$ cat config.mk
export PLATFORM = sky130hd
export DESIGN_NAME = branch_resolve_unit_flat
export DESIGN_NICKNAME = d
export VERILOG_FILES = /design/src/rtl/branch_resolve_unit_if.sv /design/src/rtl/branch_resolve_unit.sv /design/src/flat_wrapper.sv
export SDC_FILE = /design/constraint.sdc
export NUM_CORES = 1
export LEC_CHECK = 0
export BUFFER_PORTS_ARGS = -buffer_cell sky130_fd_sc_hd__buf_2
export CAP_MARGIN = 20
export CORE_MARGIN = 2
export CORE_UTILIZATION = 41
export CTS_CLUSTER_DIAMETER = 200
export DETAILED_ROUTE_END_ITERATION = 8
export PLACE_DENSITY = 0.73
export SYNTH_ARGS = -nofsm -noshare
export SYNTH_HDL_FRONTEND = slang
export SYNTH_SLANG_ARGS = --single-unit
$ cat constraint.sdc
create_clock -name clk -period 6.7 [get_ports clk]
set_input_delay 0.335 -clock clk [delete_from_list [all_inputs] [get_ports clk]]
set_output_delay 0.335 -clock clk [all_outputs]
set_load 0.03 [all_outputs]
$ cat src/rtl/branch_resolve_unit_if.sv
// Handshake and data bundle between decode, the comparator, fetch and the
// branch resolve unit. The unit binds to the slave modport; the surrounding
// pipeline (or a bench) drives the master side.
// Optional macro BR_RESOLVE_STATS_EN adds the statistics counters and clear.
interface branch_resolve_unit_if #(
    parameter int DATA_LENGTH = 32
);
    logic                   req_valid;
    logic                   req_ready;
    logic [2:0]             req_funct3;
    logic [DATA_LENGTH-1:0] req_rs1;
    logic [DATA_LENGTH-1:0] req_rs2;
    logic [DATA_LENGTH-1:0] req_pc;
    logic [DATA_LENGTH-1:0] req_imm;
    logic                   req_pred_taken;
    logic [DATA_LENGTH-1:0] cmp_num1;
    logic [DATA_LENGTH-1:0] cmp_num2;
    logic                   cmp_brun;
    logic                   cmp_breq;
    logic                   cmp_brlt;
    logic                   res_valid;
    logic                   res_taken;
    logic                   res_mispredict;
    logic                   res_illegal;
    logic                   redirect_valid;
    logic                   redirect_ready;
    logic [DATA_LENGTH-1:0] redirect_pc;
    logic                   flush_o;
`ifdef BR_RESOLVE_STATS_EN
    logic [31:0]            stat_branches;
    logic [31:0]            stat_mispredicts;
    logic                   stat_clear;
`endif

    modport slave (
        input  req_valid, req_funct3, req_rs1, req_rs2, req_pc, req_imm, req_pred_taken,
        input  cmp_breq, cmp_brlt, redirect_ready,
`ifdef BR_RESOLVE_STATS_EN
        input  stat_clear,
        output stat_branches, stat_mispredicts,
`endif
        output req_ready, cmp_num1, cmp_num2, cmp_brun,
        output res_valid, res_taken, res_mispredict, res_illegal,
        output redirect_valid, redirect_pc, flush_o
    );

    modport master (
        output req_valid, req_funct3, req_rs1, req_rs2, req_pc, req_imm, req_pred_taken,
        output cmp_breq, cmp_brlt, redirect_ready,
`ifdef BR_RESOLVE_STATS_EN
        output stat_clear,
        input  stat_branches, stat_mispredicts,
`endif
        input  req_ready, cmp_num1, cmp_num2, cmp_brun,
        input  res_valid, res_taken, res_mispredict, res_illegal,
        input  redirect_valid, redirect_pc, flush_o
    );
endinterface

$ cat src/rtl/branch_resolve_unit.sv
// Branch resolve unit: takes one branch from decode, drives the external
// comparator for a settle cycle, resolves direction/target on the next cycle,
// and on a mispredict holds a redirect to fetch followed by a fixed flush.
// Optional macro BR_RESOLVE_STATS_EN adds branch/mispredict counters.
module branch_resolve_unit #(
    parameter int DATA_LENGTH  = 32,
    parameter int FLUSH_CYCLES = 2
) (
    input logic clk,
    input logic rst_n,
    branch_resolve_unit_if.slave bus
);
    typedef enum logic [2:0] {IDLE, CMP, RESOLVE, REDIRECT, FLUSH} state_t;

    state_t                  state;
    state_t                  stateNext;
    logic [3:0]              flushCnt;
    logic [3:0]              flushCntNext;
    logic [DATA_LENGTH-1:0]  cmpNum1Q;
    logic [DATA_LENGTH-1:0]  cmpNum2Q;
    logic                    brunQ;
    logic [2:0]              funct3Q;
    logic [DATA_LENGTH-1:0]  pcQ;
    logic [DATA_LENGTH-1:0]  immQ;
    logic                    predTakenQ;
    logic [DATA_LENGTH-1:0]  redirectPcQ;
    logic                    takenC;
    logic                    illegalC;
    logic                    mispredictC;
    logic                    accept;
    logic                    handshake;

    // Direction decode from funct3 and the comparator flags; illegal codes resolve not-taken.
    function automatic logic branchTaken(input logic [2:0] funct3, input logic eq, input logic lt);
        case (funct3)
            3'b000:         return eq;
            3'b001:         return !eq;
            3'b100, 3'b110: return lt;
            3'b101, 3'b111: return !lt;
            default:        return 1'b0;
        endcase
    endfunction

    function automatic logic isIllegal(input logic [2:0] funct3);
        return funct3[2:1] == 2'b01;
    endfunction

    assign accept    = (state == IDLE) && bus.req_valid;
    assign handshake = (state == REDIRECT) && bus.redirect_ready;

    // Resolution is combinational on the flags during RESOLVE so res_valid lands two cycles after accept.
    always_comb begin
        takenC      = branchTaken(funct3Q, bus.cmp_breq, bus.cmp_brlt);
        illegalC    = isIllegal(funct3Q);
        mispredictC = takenC != predTakenQ;
    end

    // State and flush counter register.
    always_ff @(posedge clk or negedge rst_n) begin
        if (!rst_n) begin
            state    <= IDLE;
            flushCnt <= '0;
        end else begin
            state    <= stateNext;
            flushCnt <= flushCntNext;
        end
    end

    // Next-state logic; the flush counter is loaded on the redirect handshake.
    always_comb begin
        stateNext    = state;
        flushCntNext = flushCnt;
        case (state)
            IDLE:     if (bus.req_valid) stateNext = CMP;
            CMP:      stateNext = RESOLVE;
            RESOLVE:  stateNext = mispredictC ? REDIRECT : IDLE;
            REDIRECT: begin
                if (bus.redirect_ready) begin
                    stateNext    = FLUSH;
                    flushCntNext = 4'(FLUSH_CYCLES);
                end
            end
            FLUSH: begin
                if (flushCnt == 4'd1) stateNext = IDLE;
                else                  flushCntNext = flushCnt - 4'd1;
            end
            default:  stateNext = IDLE;
        endcase
    end

    // Request capture on accept and redirect target capture in RESOLVE; operands are never cleared afterwards.
    always_ff @(posedge clk or negedge rst_n) begin
        if (!rst_n) begin
            cmpNum1Q    <= '0;
            cmpNum2Q    <= '0;
            brunQ       <= 1'b0;
            funct3Q     <= '0;
            pcQ         <= '0;
            immQ        <= '0;
            predTakenQ  <= 1'b0;
            redirectPcQ <= '0;
        end else begin
            if (accept) begin
                cmpNum1Q   <= bus.req_rs1;
                cmpNum2Q   <= bus.req_rs2;
                brunQ      <= bus.req_funct3[1];
                funct3Q    <= bus.req_funct3;
                pcQ        <= bus.req_pc;
                immQ       <= bus.req_imm;
                predTakenQ <= bus.req_pred_taken;
            end
            if (state == RESOLVE) begin
                redirectPcQ <= takenC ? (pcQ + immQ) : (pcQ + DATA_LENGTH'(4));
            end
        end
    end

    assign bus.req_ready      = (state == IDLE);
    assign bus.cmp_num1       = cmpNum1Q;
    assign bus.cmp_num2       = cmpNum2Q;
    assign bus.cmp_brun       = brunQ;
    assign bus.res_valid      = (state == RESOLVE);
    assign bus.res_taken      = (state == RESOLVE) && takenC;
    assign bus.res_mispredict = (state == RESOLVE) && mispredictC;
    assign bus.res_illegal    = (state == RESOLVE) && illegalC;
    assign bus.redirect_valid = (state == REDIRECT);
    assign bus.redirect_pc    = redirectPcQ;
    assign bus.flush_o        = (state == FLUSH);

`ifdef BR_RESOLVE_STATS_EN
    logic [31:0] statBranchesQ;
    logic [31:0] statMispredictsQ;

    // Resolution counters; a clear in the same cycle as a resolution wins.
    always_ff @(posedge clk or negedge rst_n) begin
        if (!rst_n) begin
            statBranchesQ    <= '0;
            statMispredictsQ <= '0;
        end else if (bus.stat_clear) begin
            statBranchesQ    <= '0;
            statMispredictsQ <= '0;
        end else if (state == RESOLVE) begin
            statBranchesQ <= statBranchesQ + 32'd1;
            if (mispredictC) statMispredictsQ <= statMispredictsQ + 32'd1;
        end
    end

    assign bus.stat_branches    = statBranchesQ;
    assign bus.stat_mispredicts = statMispredictsQ;
`endif

    logic unusedHandshake;
    assign unusedHandshake = handshake;
endmodule

$ cat src/flat_wrapper.sv
// flat-port wrapper written by rule: the top's interface ports become plain ports
module branch_resolve_unit_flat 
#(
    parameter int DATA_LENGTH  = 32,
    parameter int FLUSH_CYCLES = 2
)
  (clk, rst_n, bus_req_valid, bus_req_funct3, bus_req_rs1, bus_req_rs2, bus_req_pc, bus_req_imm, bus_req_pred_taken, bus_cmp_breq, bus_cmp_brlt, bus_redirect_ready, bus_req_ready, bus_cmp_num1, bus_cmp_num2, bus_cmp_brun, bus_res_valid, bus_res_taken, bus_res_mispredict, bus_res_illegal, bus_redirect_valid, bus_redirect_pc, bus_flush_o);
  branch_resolve_unit_if #(.DATA_LENGTH(DATA_LENGTH)) bus_i ();
  input logic clk;
  input logic rst_n;
  input wire logic [$bits(bus_i.req_valid)-1:0] bus_req_valid;
  input wire logic [$bits(bus_i.req_funct3)-1:0] bus_req_funct3;
  input wire logic [$bits(bus_i.req_rs1)-1:0] bus_req_rs1;
  input wire logic [$bits(bus_i.req_rs2)-1:0] bus_req_rs2;
  input wire logic [$bits(bus_i.req_pc)-1:0] bus_req_pc;
  input wire logic [$bits(bus_i.req_imm)-1:0] bus_req_imm;
  input wire logic [$bits(bus_i.req_pred_taken)-1:0] bus_req_pred_taken;
  input wire logic [$bits(bus_i.cmp_breq)-1:0] bus_cmp_breq;
  input wire logic [$bits(bus_i.cmp_brlt)-1:0] bus_cmp_brlt;
  input wire logic [$bits(bus_i.redirect_ready)-1:0] bus_redirect_ready;
  output wire logic [$bits(bus_i.req_ready)-1:0] bus_req_ready;
  output wire logic [$bits(bus_i.cmp_num1)-1:0] bus_cmp_num1;
  output wire logic [$bits(bus_i.cmp_num2)-1:0] bus_cmp_num2;
  output wire logic [$bits(bus_i.cmp_brun)-1:0] bus_cmp_brun;
  output wire logic [$bits(bus_i.res_valid)-1:0] bus_res_valid;
  output wire logic [$bits(bus_i.res_taken)-1:0] bus_res_taken;
  output wire logic [$bits(bus_i.res_mispredict)-1:0] bus_res_mispredict;
  output wire logic [$bits(bus_i.res_illegal)-1:0] bus_res_illegal;
  output wire logic [$bits(bus_i.redirect_valid)-1:0] bus_redirect_valid;
  output wire logic [$bits(bus_i.redirect_pc)-1:0] bus_redirect_pc;
  output wire logic [$bits(bus_i.flush_o)-1:0] bus_flush_o;
  assign bus_i.req_valid = bus_req_valid;
  assign bus_i.req_funct3 = bus_req_funct3;
  assign bus_i.req_rs1 = bus_req_rs1;
  assign bus_i.req_rs2 = bus_req_rs2;
  assign bus_i.req_pc = bus_req_pc;
  assign bus_i.req_imm = bus_req_imm;
  assign bus_i.req_pred_taken = bus_req_pred_taken;
  assign bus_i.cmp_breq = bus_cmp_breq;
  assign bus_i.cmp_brlt = bus_cmp_brlt;
  assign bus_i.redirect_ready = bus_redirect_ready;
  assign bus_req_ready = bus_i.req_ready;
  assign bus_cmp_num1 = bus_i.cmp_num1;
  assign bus_cmp_num2 = bus_i.cmp_num2;
  assign bus_cmp_brun = bus_i.cmp_brun;
  assign bus_res_valid = bus_i.res_valid;
  assign bus_res_taken = bus_i.res_taken;
  assign bus_res_mispredict = bus_i.res_mispredict;
  assign bus_res_illegal = bus_i.res_illegal;
  assign bus_redirect_valid = bus_i.redirect_valid;
  assign bus_redirect_pc = bus_i.redirect_pc;
  assign bus_flush_o = bus_i.flush_o;
  branch_resolve_unit #(.DATA_LENGTH(DATA_LENGTH), .FLUSH_CYCLES(FLUSH_CYCLES)) u_core (.clk(clk), .rst_n(rst_n), .bus(bus_i));
endmodule
==> summary.txt, run 1 <==
Drt
  • DRC errors left: 0
  • Number of iterations in the first detailed-routing pass: 7
  • Routed vias: between 7000 and 8000
  • Via count normalized by instance count: 5.438
  • Drt first-iter violations: between 400 and 500
  • Total wirelength of the detailed-routed design: roughly 25000 um
  • Antenna-violating nets left: 0
  • Average routed wire per standard cell: 18.49 um

Global routing
  • Number of antenna violations at the first check in global routing: 13
  • Congestion Overflow GR: 0
  • Wire length of the first global-routing pass: 41520 um
  • Vias in the first global route: 7722
  • Largest net degree at the start of global routing: 110
  • Global-route usage over all layers: 0.2224

Synth
  • Dominant cell type by area after synthesis: sky130_fd_sc_hd__dfrtp_1
  • Portion of the post-synthesis area used by sequential elements: 0.4687
  • Area contributors post-synth: sky130_fd_sc_hd__dfrtp_1 (47%), sky130_fd_sc_hd__mux2_2 (16%), sky130_fd_sc_hd__ha_1 (4.7%)
  • Most used DFF post-synth: sky130_fd_sc_hd__dfrtp_1
  • Number of enable flip-flop cells after synthesis: 0
  • Fraction of synthesized cell area taken by the top area cell type: 0.4687
  • Netlist cell types: between 60 and 70
  • Total nets after synthesis: 1016
  • Number of warnings reported in the yosys synthesis log: 0
  • Post-Syn Instances: around 840
  • Share of synthesized flip-flops with an asynchronous set or reset: 1.000
  • Avg Synthesized Cell Area: approximately 11 sq um
  • Netlist Area Pre-Place: around 9100 sq um
  • Total of flip-flops plus latches after synthesis: approximately 170

Timing
  • Worst hold-check slack: 0.1046 ns
  • Count of final setup violators: 0
  • Max-slew violations: 0
  • Final total negative setup slack: 0 ns
  • Setup repair after global routing missed its margin: false
  • Final Cycle Share: 0.5100
  • Max Clk Rate: a little under 0.3 GHz
  • Total count of hold-check failures in the final report: 0
  • Transition time at the pin with the least slew margin: roughly 0.96 ns
  • Relative slew slack: 0.3591
  • Final setup slack of the worst path: roughly 3.3 ns
  • Setup Skew: 0.01979 ns
  • Minimum clock period: 3.417 ns

Pwr
  • Static power due to leakage: between 5 and 6 nW
  • Power density over the cells: around 640 nW/um^2
  • Max VDD drop: between 0.0003 and 0.0004 V

Floorplanning
  • Core region area: roughly 22000 sq um
  • Initial cell density of the core: 0.4184
  • Site row count: 54
  • Total Die Area: between 20000 and 25000 sq um
  • Top-level I/O count: 242
  • Die X: ~150 um
  • Die H: approximately 150 um

Placement
  • Placement-stage worst setup slack: ~3.8 ns
  • HPWL after detailed placement: between 15000 and 20000 um
  • RD Place Congestion: approximately 0.92
  • Standard cell area after detailed placement: 10550 sq um
  • Post-Place Cells: ~1300
  • PortBufs: 241

Clocking
  • CTS Root Cell: sky130_fd_sc_hd__clkbuf_16
  • Clk slew on worst S/H paths: roughly 0.090 ns
  • Insertion delay of the later-clocked pin in the worst-skew pair: ~0.45 ns
  • Max Root-Sink Buffers: 2
  • Num CTS Buffers: 17
  • Clock sinks: roughly 170
  • Resize count post-CTS: 0
  • CTS H-tree lvls: 4
  • TritonCTS clock tree: built

Cells and area
  • Nets: around 1200
  • Layout overhead on the synthesized area: 23.08%
  • Final Instance Count excl. Fillers: about 1400
  • Final Instance Area: 11240 sq um
  • Layout cell share with drive strength beyond 1: 0.3902
  • Filler cell count: 2000

Hold path
  • Hold Path Class: in2reg

Critical path
  • Critical Path Source Type: flop
  • CP Data Required Time: approximately 6.4 ns
  • Worst Path Max Fanout: 39
  • Crit path kind: reg2out
  • CP Data Arrival Time: 3.08 ns
  • Capturing element type of the critical path: primary output

Outcome
  • Result of the run: completed

Run
  • Number of maximum-capacitance violations: 0
## metrics by stage
stage               total power, mW    util
floorplan                     5.018       -
global placement              6.061  0.4832
detailed placement            6.128  0.4832
CTS                           7.227  0.5126
global route                  7.743  0.5146
finish                        7.204  0.5149
## worst paths after layout
check                                                       from                               endpoint  slack [ns]  cells after the start
setup / recovery                     u_core.state[2]$_DFFE_PN0P_                          bus_res_taken        3.28                      7
hold / removal                                   bus_req_rs1[13]    u_core.bus.cmp_num1[13]$_DFFE_PN0P_        0.10                      2
hold reg to reg            u_core.bus.redirect_pc[4]$_DFFE_PN0P_  u_core.bus.redirect_pc[4]$_DFFE_PN0P_        0.48                      2
max in group asynchronous                                  rst_n          u_core.predTakenQ$_DFFE_PN0P_        5.11                      3
setup reg to reg                     u_core.state[2]$_DFFE_PN0P_             u_core.pcQ[28]$_DFFE_PN0P_        3.80                      4
min in group asynchronous                                  rst_n  u_core.bus.redirect_pc[2]$_DFFE_PN0P_        0.39                      2
## area by class of cell
class	instances	area (sq um)	area share
Tap cell	280	350.3	0.03118
Clock inverter	15	216.5	0.01926
Sequential cell	171	4279	0.3808
Clock buffer	17	425.4	0.03786
Inverter	12	45.04	0.004008
Multi-Input combinational cell	621	4621	0.4112
Antenna cell	5	12.51	0.001113
Timing Repair Buffer	248	1287	0.1146
## cell families after synthesis
group	count (synthesis)	share of synthesized area
buffers and inverters	51	0.02549
XOR/XNOR	52	0.04988
flip-flops	171	0.4687
adder cells (fa/ha/maj)	35	0.04879
AO/OA/AOI/OAI	177	0.1265
multiplexers	134	0.1649
AND/OR/NAND/NOR	223	0.1158
## sequential cells by signal (all words and copies together), names as in the netlist
signal                  cells
u_core.bus.cmp_num1        32
u_core.bus.cmp_num2        32
u_core.bus.redirect_pc     32
u_core.immQ                32
u_core.pcQ                 32
u_core.flushCnt             4
u_core.funct3Q              3
u_core.state                3
u_core.predTakenQ           1
## layer usage
layer | global-route usage | up-vias | part of all wire
li1 | - | 3533 | -
met1 | 0.2850 | 3560 | 0.42
met2 | 0.3597 | 286 | 0.47
met4 | 0.06614 | 14 | 0.021
met3 | 0.07343 | 51 | 0.083
met5 | 0 | - | 0.0036
## cells in the mapped netlist, types with 4 or more instances
| cell type | count |
|---|---|
| sky130_fd_sc_hd__o221ai_1 | 4 |
| sky130_fd_sc_hd__buf_4 | 4 |
| sky130_fd_sc_hd__ha_1 | 34 |
| sky130_fd_sc_hd__xor2_1 | 26 |
| sky130_fd_sc_hd__o211ai_1 | 4 |
| sky130_fd_sc_hd__nand3_1 | 19 |
| sky130_fd_sc_hd__a21o_1 | 17 |
| sky130_fd_sc_hd__clkbuf_1 | 13 |
| sky130_fd_sc_hd__nor2_1 | 58 |
| sky130_fd_sc_hd__o21ai_0 | 42 |
| sky130_fd_sc_hd__and3_1 | 8 |
| sky130_fd_sc_hd__a211oi_1 | 8 |
| sky130_fd_sc_hd__o21a_1 | 4 |
| sky130_fd_sc_hd__inv_1 | 12 |
| sky130_fd_sc_hd__a22oi_1 | 9 |
| sky130_fd_sc_hd__and2_1 | 5 |
| sky130_fd_sc_hd__mux2_2 | 131 |
| sky130_fd_sc_hd__buf_2 | 21 |
| sky130_fd_sc_hd__xnor2_1 | 26 |
| sky130_fd_sc_hd__nand4_1 | 20 |
| sky130_fd_sc_hd__a31oi_1 | 10 |
| sky130_fd_sc_hd__a21oi_1 | 47 |
| sky130_fd_sc_hd__dfrtp_1 | 171 |
| sky130_fd_sc_hd__nand2_1 | 78 |
| sky130_fd_sc_hd__nor3_1 | 14 |
## cells in the final DEF, fill, tap and decap left out, drive strengths merged, types with 4 or more instances in the layout
cell type  count
o211ai         4
xnor2         26
a211oi         9
inv           21
buf          247
clkbuf        17
nor3          15
a21o          17
nor4           4
a22oi          9
and2           5
nor2          58
o221ai         4
ha            34
o21a           4
a21oi         47
o21ai         43
a31oi         10
nand4         21
nand2         78
xor2          26
mux2         131
dfrtp        171
and3           8
clkinv         6
nand3         19
diode          5
## power breakdown
part / internal (mW) / total (mW) / switching [mW] / leakage, nW
Combinational: 1.62 / 4.15 / 2.53 / 2.78
Sequential: 1.56 / 2.00 / 0.433 / 2.03
Clock: 0.524 / 1.06 / 0.532 / 0.309
Total: 3.71 / 7.20 / 3.50 / 5.12
## worst max-delay path, cell delays in order, from the launching register on
cell	delay, ns
sky130_fd_sc_hd__dfrtp_1	0.46
sky130_fd_sc_hd__nor2_1	0.12
sky130_fd_sc_hd__nand2_1	0.06
sky130_fd_sc_hd__buf_4	0.26
sky130_fd_sc_hd__inv_1	0.63
sky130_fd_sc_hd__nand2_1	0.55
sky130_fd_sc_hd__inv_1	0.28
sky130_fd_sc_hd__buf_2	0.25
## what timing repair did
| action | CTS | global route |
|---|---|---|
| endpoints found under the setup margin | 0 | 0 |
| setup buffers | 0 | 0 |
| endpoints found under the hold margin | 0 | 48 |
| hold buffers | 0 | 1 |
Power figures use the tool's default switching activity.
==> inputs of run 2 (changes only) <==
--- a/config.mk
+++ b/config.mk
@@ -11,7 +11,7 @@
 export CORE_UTILIZATION = 41
 export CTS_CLUSTER_DIAMETER = 200
 export DETAILED_ROUTE_END_ITERATION = 8
-export PLACE_DENSITY = 0.73
+export PLACE_DENSITY = 0.75
 export SYNTH_ARGS = -nofsm -noshare
 export SYNTH_HDL_FRONTEND = slang
 export SYNTH_SLANG_ARGS = --single-unit
==> constraint.sdc (replaced) <==
create_clock -name clk -period 2.8 [get_ports clk]
set_input_delay 0.14 -clock clk [delete_from_list [all_inputs] [get_ports clk]]
set_output_delay 0.14 -clock clk [all_outputs]
set_load 0.03 [all_outputs]
==> summary.txt, run 2 (synthesis gave the netlist of run 1 again) <==
Timing
  • Setup Skew: 0.01500 ns (-0.004796 ns)
  • Transition time at the pin with the least slew margin: 0.7809 ns (-0.1769 ns)
  • Max Clk Rate: between 0.3 and 0.4 GHz
  • Max-slew violations: 0 (unchanged)
  • Final total negative setup slack: 0 ns (unchanged)
  • Relative slew slack: 0.4775 (+0.1184)
  • Minimum clock period: about 2.6 ns
  • Total count of hold-check failures in the final report: 0 (unchanged)
  • Count of final setup violators: 0 (unchanged)
  • Setup repair after global routing missed its margin: false
  • Final Cycle Share: 0.9240

Critical path
  • CP Data Arrival Time: 2.95 ns (-0.13 ns)
  • FF-to-FF Start: u_core.pcQ[3]$_DFFE_PN0P_
  • Register-to-register setup slack: 0.21 ns (-3.59 ns)
  • CP Data Required Time: 3.17 ns (-3.19 ns)
  • Crit path kind: reg2reg
  • Worst Path Max Fanout: 5 (-87%)
  • Path depth of the worst reg2reg path: 9 (+5)
  • Worst reg2reg path endpoint: u_core.bus.redirect_pc[24]$_DFFE_PN0P_
  • Critical Path Source Type: flop
  • Capturing element type of the critical path: flop

Pwr
  • Power density over the cells: 1401 nW/um^2 (+120%)
  • Static power due to leakage: 5.800 nW (+13%)
  • Max VDD drop: 0.0007771 V (+160%)

Clocking
  • Clk slew on worst S/H paths: 0.08 ns (about the same)
  • CTS Root Cell: sky130_fd_sc_hd__clkbuf_16
  • Insertion delay of the later-clocked pin in the worst-skew pair: 0.44 ns (about the same)
  • CTS H-tree lvls: 4 (unchanged)
  • Clock sinks: 171 (unchanged)
  • Num CTS Buffers: 17 (unchanged)
  • TritonCTS clock tree: built
  • Max Root-Sink Buffers: 2 (unchanged)

Floorplanning
  • Total Die Area: 23480 sq um (unchanged)
  • Core region area: 21820 sq um (unchanged)
  • Die X: 153.2 um (unchanged)
  • Site row count: 54 (unchanged)
  • Top-level I/O count: 242 (unchanged)
  • Die H: 153.2 um (unchanged)
  • Initial cell density of the core: 0.4184 (unchanged)

Cells and area
  • Layout cell share with drive strength beyond 1: 0.3626 (-0.02761)
  • Commonest non-fill, non-tap cell in the layout: sky130_fd_sc_hd__buf_2
  • Post-route core utilization: 0.5850 (+0.07006)
  • Final Instance Count excl. Fillers: 1524 (+11%)
  • Layout overhead on the synthesized area: 39.82%
  • Nets: 1401 (+13%)
  • Most frequent cells in the layout: sky130_fd_sc_hd__buf_2 (240), sky130_fd_sc_hd__dfrtp_1 (171), sky130_fd_sc_hd__dlygate4sd3_1 (132), sky130_fd_sc_hd__mux2_2 (131), sky130_fd_sc_hd__nand2_1 (78)

Drt
  • Routed vias: 8124 (+9.1%)
  • Via count normalized by instance count: 5.331 (-2.0%)
  • Average routed wire per standard cell: 18.07 um (-2.2%)
  • Drt first-iter violations: 497 (+7.1%)
  • DRC errors left: 0 (unchanged)
  • Antenna-violating nets left: 0 (unchanged)
  • Total wirelength of the detailed-routed design: 27540 um (+8.8%)
  • Number of iterations in the first detailed-routing pass: 5 (-2)

Hold path
  • Hold-critical path depth: 2 (unchanged)
  • Hold Path Class: in2reg
  • Start point of the worst hold path: bus_req_imm[10]
  • Worst-case hold path end point: u_core.immQ[10]$_DFFE_PN0P_

Global routing
  • Vias in the first global route: 8313 (+7.7%)
  • Wire length of the first global-routing pass: 43900 um (+5.7%)
  • Largest net degree at the start of global routing: 77 (-30%)
  • Number of antenna violations at the first check in global routing: 3 (-10)
  • Congestion Overflow GR: 0 (unchanged)
  • Global-route usage over all layers: 0.2350 (+0.01263)

Run
  • Number of maximum-capacitance violations: 0 (unchanged)

Placement
  • HPWL after detailed placement: 19780 um (+4.6%)
  • Post-Place Cells: 1355 (+1.9%)
  • PortBufs: 241 (unchanged)
  • RD Place Congestion: 0.9490 (+3.1%)

Outcome
  • Result of the run: completed
[run 2: cell count changes in the layout (fill, tap and decap cells not counted), moves of 2 or more]
cell,before,now
sky130_fd_sc_hd__dlygate4sd3_1,1,132
sky130_fd_sc_hd__buf_4,5,29
sky130_fd_sc_hd__buf_12,0,3
sky130_fd_sc_hd__diode_2,5,3
sky130_fd_sc_hd__inv_12,4,6
[run 2: worst max-delay path: stages (launching register included)]
cell	delay, ns
sky130_fd_sc_hd__dfrtp_1	0.41
sky130_fd_sc_hd__ha_1	0.37
sky130_fd_sc_hd__o21ai_0	0.16
sky130_fd_sc_hd__o211ai_1	0.37
sky130_fd_sc_hd__nand3_1	0.15
sky130_fd_sc_hd__and3b_1	0.20
sky130_fd_sc_hd__buf_4	0.14
sky130_fd_sc_hd__nor3_1	0.22
sky130_fd_sc_hd__mux2_2	0.37
sky130_fd_sc_hd__a21oi_1	0.14
[run 2: final cells by class]
class / count / area [sq um]
clock buffer: 17 / 425.4
timing repair buffer: 405 / 2811
clock inverter: 15 / 221.5
fill: 1834 / 9057
tap: 280 / 350.3
inverter: 12 / 45.04
multi-input combinational: 621 / 4626
sequential: 171 / 4279
antenna: 3 / 7.507
[run 2: worst max path at each step]
| stage | start | endpoint | slack (ns) | cells after the start |
|---|---|---|---|---|
| after floorplan | u_core.immQ[0]$_DFFE_PN0P_ | u_core.bus.redirect_pc[28]$_DFFE_PN0P_ | 0.30 | 9 |
| after global placement | u_core.pcQ[0]$_DFFE_PN0P_ | u_core.bus.redirect_pc[26]$_DFFE_PN0P_ | 0.13 | 9 |
| after detailed placement | u_core.pcQ[0]$_DFFE_PN0P_ | u_core.bus.redirect_pc[30]$_DFFE_PN0P_ | 0.003 | 9 |
| after CTS | u_core.pcQ[0]$_DFFE_PN0P_ | u_core.bus.redirect_pc[30]$_DFFE_PN0P_ | 0.10 | 9 |
| after global routing | u_core.pcQ[0]$_DFFE_PN0P_ | u_core.bus.redirect_pc[26]$_DFFE_PN0P_ | 0.02 | 9 |
| final | u_core.pcQ[3]$_DFFE_PN0P_ | u_core.bus.redirect_pc[24]$_DFFE_PN0P_ | 0.21 | 9 |
[run 2: metal layers]
layer | wire [um] | vias to the layer above | GRT usage
met5 | 0 | - | 0
met4 | 831 | 0 | 0.07848
met3 | 1930 | 45 | 0.05557
met2 | 13180 | 316 | 0.3924
met1 | 11600 | 3920 | 0.3010
li1 | - | 3843 | -
[run 2: stage by stage]
step / power (mW) / hold WS, ns / worst slack (ns) / cell area (sq um)
final: 17.89 / 0.009453 / 0.2129 / 12770
after detailed placement: 14.99 / 0.1769 / 0.002722 / 10770
after floorplan: 12.01 / -0.1556 / 0.3023 / 9130
after global placement: 14.80 / 0.1666 / 0.1323 / 10770
after CTS: 17.76 / 0.01932 / 0.1005 / 12740
after global routing: 19.08 / 0.007585 / 0.01869 / 12770
[run 2: what timing repair did]
item	4_1_cts	5_1_grt
hold buffers	132	0
endpoints found under the setup margin	2	4
hold endpoints to repair	189	0
resized for setup	1	0
pin swaps	0	2
buffers inserted	0	2
[run 2: report_power, final]
group	switching (mW)	total (mW)	internal, mW
Clock	1.27	2.54	1.26
Combinational	6.31	10.6	4.31
Sequential	0.987	4.73	3.74
Total	8.57	17.9	9.32
==> inputs of run 3 (changes only) <==
--- a/config.mk
+++ b/config.mk
@@ -12,6 +12,7 @@
 export CTS_CLUSTER_DIAMETER = 200
 export DETAILED_ROUTE_END_ITERATION = 8
 export PLACE_DENSITY = 0.75
+export SETUP_SLACK_MARGIN = 0.5
 export SYNTH_ARGS = -nofsm -noshare
 export SYNTH_HDL_FRONTEND = slang
 export SYNTH_SLANG_ARGS = --single-unit
==> summary.txt, run 3 (synthesis gave the netlist of run 1 again) <==
Outcome
  • Result of the run: completed

Critical path
  • Cell at the slowest stage of the critical path: sky130_fd_sc_hd__dfrtp_1
  • Capturing element type of the critical path: flop
  • Crit path kind: reg2reg
  • Worst Path Max Fanout: 5 (unchanged)
  • CP Data Arrival Time: 2.84 ns (-0.11 ns)
  • Delay of the slowest cell on the worst path: 0.44 ns (+0.03 ns)
  • CP Data Required Time: 3.12 ns (-0.05 ns)
  • Cell chain of the critical path: ha_4 > o21ai_1 > o211ai_1 > nand3_1 > buf_4 > buf_6 > a21bo_4 > nand3b_1 > o31a_1 > o221a_2
  • Critical Path Source Type: flop

Drt
  • DRC errors left: 0 (unchanged)
  • Via count normalized by instance count: 5.383 (+0.99%)
  • Average routed wire per standard cell: 18.73 um (+3.6%)
  • Number of iterations in the first detailed-routing pass: 5 (unchanged)
  • Drt first-iter violations: 471 (-5.2%)
  • Routed vias: 8258 (+1.6%)
  • Total wirelength of the detailed-routed design: 28730 um (+4.3%)
  • Antenna-violating nets left: 0 (unchanged)

Clocking
  • CTS H-tree lvls: 4 (unchanged)
  • Max Root-Sink Buffers: 2 (unchanged)
  • Clock sinks: 171 (unchanged)
  • Num CTS Buffers: 17 (unchanged)
  • Clk slew on worst S/H paths: 0.08 ns (about the same)
  • CTS Root Cell: sky130_fd_sc_hd__clkbuf_16
  • Insertion delay of the later-clocked pin in the worst-skew pair: 0.44 ns (about the same)
  • TritonCTS clock tree: built

Placement
  • HPWL after detailed placement: 19530 um (-1.3%)
  • Placement-stage worst setup slack: 0.1629 ns (+0.1602 ns)
  • RD Place Congestion: 0.9266 (-2.4%)
  • PortBufs: 241 (unchanged)

Timing
  • Setup repair after global routing missed its margin: true
  • Max Clk Rate: 0.3961 GHz (+2.5%)
  • Max-slew violations: 0 (unchanged)
  • Worst hold-check slack: 0.1972 ns (+0.1878 ns)
  • Final Cycle Share: 0.9018 (-0.02221)
  • Final setup slack of the worst path: 0.2751 ns (+0.06219 ns)
  • Final total negative setup slack: 0 ns (unchanged)
  • Minimum clock period: 2.525 ns (-0.06219 ns)
  • Setup Skew: 0.01680 ns (+0.001802 ns)
  • Total count of hold-check failures in the final report: 0 (unchanged)
  • Relative slew slack: 0.5418 (+0.06431)
  • Transition time at the pin with the least slew margin: 0.6873 ns (-0.09359 ns)
  • Count of final setup violators: 0 (unchanged)

Floorplanning
  • Site row count: 54 (unchanged)
  • Initial cell density of the core: 0.4184 (unchanged)
  • Top-level I/O count: 242 (unchanged)
  • Total Die Area: 23480 sq um (unchanged)
  • Core region area: 21820 sq um (unchanged)
  • Die X: 153.2 um (unchanged)
  • Die H: 153.2 um (unchanged)

Pwr
  • Comb pwr share: 0.612 (+0.018)
  • Share of power burned in the clock network: 0.132 (-0.010)
  • Switching power: 9.038 mW (+5.5%)
  • Internal power: 10.06 mW (+7.9%)
  • Power density over the cells: 1435 nW/um^2 (+2.4%)
  • Max VDD drop: 0.0007366 V (-5.2%)
  • Sum of internal, switching and leakage power: 19.09 mW (+6.8%)
  • Sw Ratio: 0.4733 (-0.005767)
  • Flop pwr share: 0.256 (-0.009)
  • Static power due to leakage: 5.890 nW (+1.5%)

Global routing
  • Largest net degree at the start of global routing: 103 (+34%)
  • Vias in the first global route: 8621 (+3.7%)
  • Global-route usage over all layers: 0.2425 (+0.007519)
  • Wire length of the first global-routing pass: 45680 um (+4.1%)
  • Congestion Overflow GR: 0 (unchanged)
  • Number of antenna violations at the first check in global routing: 0 (-3)

Cells and area
  • Layout cell share with drive strength beyond 1: 0.4211 (+0.05844)
  • Commonest non-fill, non-tap cell in the layout: sky130_fd_sc_hd__buf_2
  • Filler cell count: 1737 (-5.3%)
  • Most frequent cells in the layout: sky130_fd_sc_hd__buf_2 (240), sky130_fd_sc_hd__dfrtp_1 (165), sky130_fd_sc_hd__dlygate4sd3_1 (134), sky130_fd_sc_hd__mux2_2 (129), sky130_fd_sc_hd__nand2_1 (75)
  • Antenna diode count: 0 (-3)
  • Nets: 1414 (+0.93%)
  • Layout overhead on the synthesized area: 45.72%
  • Post-route core utilization: 0.6096 (+0.02465)

Run
  • Number of maximum-capacitance violations: 0 (unchanged)

Hold path
  • Hold Path Class: in2async
run 3: changes by cell type in the layout (fill, tap and decap cells not counted), moves of 7 or more:
cell / before / now
sky130_fd_sc_hd__o21ai_0: 42 / 29
sky130_fd_sc_hd__ha_1: 34 / 9
sky130_fd_sc_hd__ha_2: 0 / 7
sky130_fd_sc_hd__ha_4: 0 / 18
sky130_fd_sc_hd__o21ai_1: 0 / 8
sky130_fd_sc_hd__buf_4: 29 / 39
run 3: layer usage:
layer	wire (um)	vias up	GRT usage
li1	-	3860	-
met1	11800	4001	0.3061
met2	14080	338	0.4120
met3	2045	59	0.05926
met4	799	0	0.07496
met5	0	-	0
run 3: area by class of cell:
class	instances	area, sq um	share of cell area
clock buffers	17	425.4	0.03198
clock inverters	15	210.2	0.01580
inverters	12	45.04	0.003386
multi-input cells	621	5069	0.3810
flip-flops and latches	171	4287	0.3222
well taps	280	350.3	0.02633
repair buffers	418	2918	0.2193
run 3: final timing paths:
path | start | end | slack (ns) | cells after the start
max | u_core.pcQ[3]$_DFFE_PN0P_ | u_core.bus.redirect_pc[28]$_DFFE_PN0P_ | 0.28 | 10
min | rst_n | u_core.pcQ[0]$_DFFE_PN0P_ | 0.20 | 2
max reg2reg | u_core.pcQ[3]$_DFFE_PN0P_ | u_core.bus.redirect_pc[28]$_DFFE_PN0P_ | 0.28 | 10
min in group clk | bus_req_valid | u_core.state[0]$_DFFE_PN0P_ | 0.25 | 4
min reg2reg | u_core.bus.redirect_pc[2]$_DFFE_PN0P_ | u_core.bus.redirect_pc[2]$_DFFE_PN0P_ | 0.48 | 2
max in group asynchronous | rst_n | u_core.bus.cmp_num1[1]$_DFFE_PN0P_ | 1.72 | 3
run 3: through the flow:
stage / instances / cell area (sq um)
finish: 1534 / 13300
detailed placement: 1348 / 10730
global placement: 1348 / 10730
floorplan: 843 / 9140
CTS: 1522 / 12910
global route: 1534 / 13300
run 3: worst max-delay path, delay by kind of cell, from the launching register on:
family | cells | cell delay, ns
buffers and inverters | 2 | 0.28
and+or+nand+nor | 2 | 0.33
DFF | 1 | 0.44
AOI/OAI and AO/OA | 5 | 1.05
adders and majority gates | 1 | 0.31
run 3: power by group through the flow:
stage | Sequential (mW) | Clock, mW | Combinational, mW
6_report | 4.89 | 2.51 | 11.7
3_5_place_dp | 4.78 | 0 | 10.1
2_1_floorplan | 5.95 | 0 | 6.08
3_3_place_gp | 4.71 | 0 | 9.99
5_1_grt | 5.06 | 2.66 | 12.6
4_1_cts | 4.80 | 2.55 | 10.7
run 3: repair_timing:
item / CTS / global route
gates resized for setup: 36 / 65
endpoints found under the setup margin: 15 / 22
hold buffers: 133 / 1
buffers inserted: 9 / 11
pin swaps: 14 / 28
endpoints found under the hold margin: 174 / 1
cloned: 0 / 0
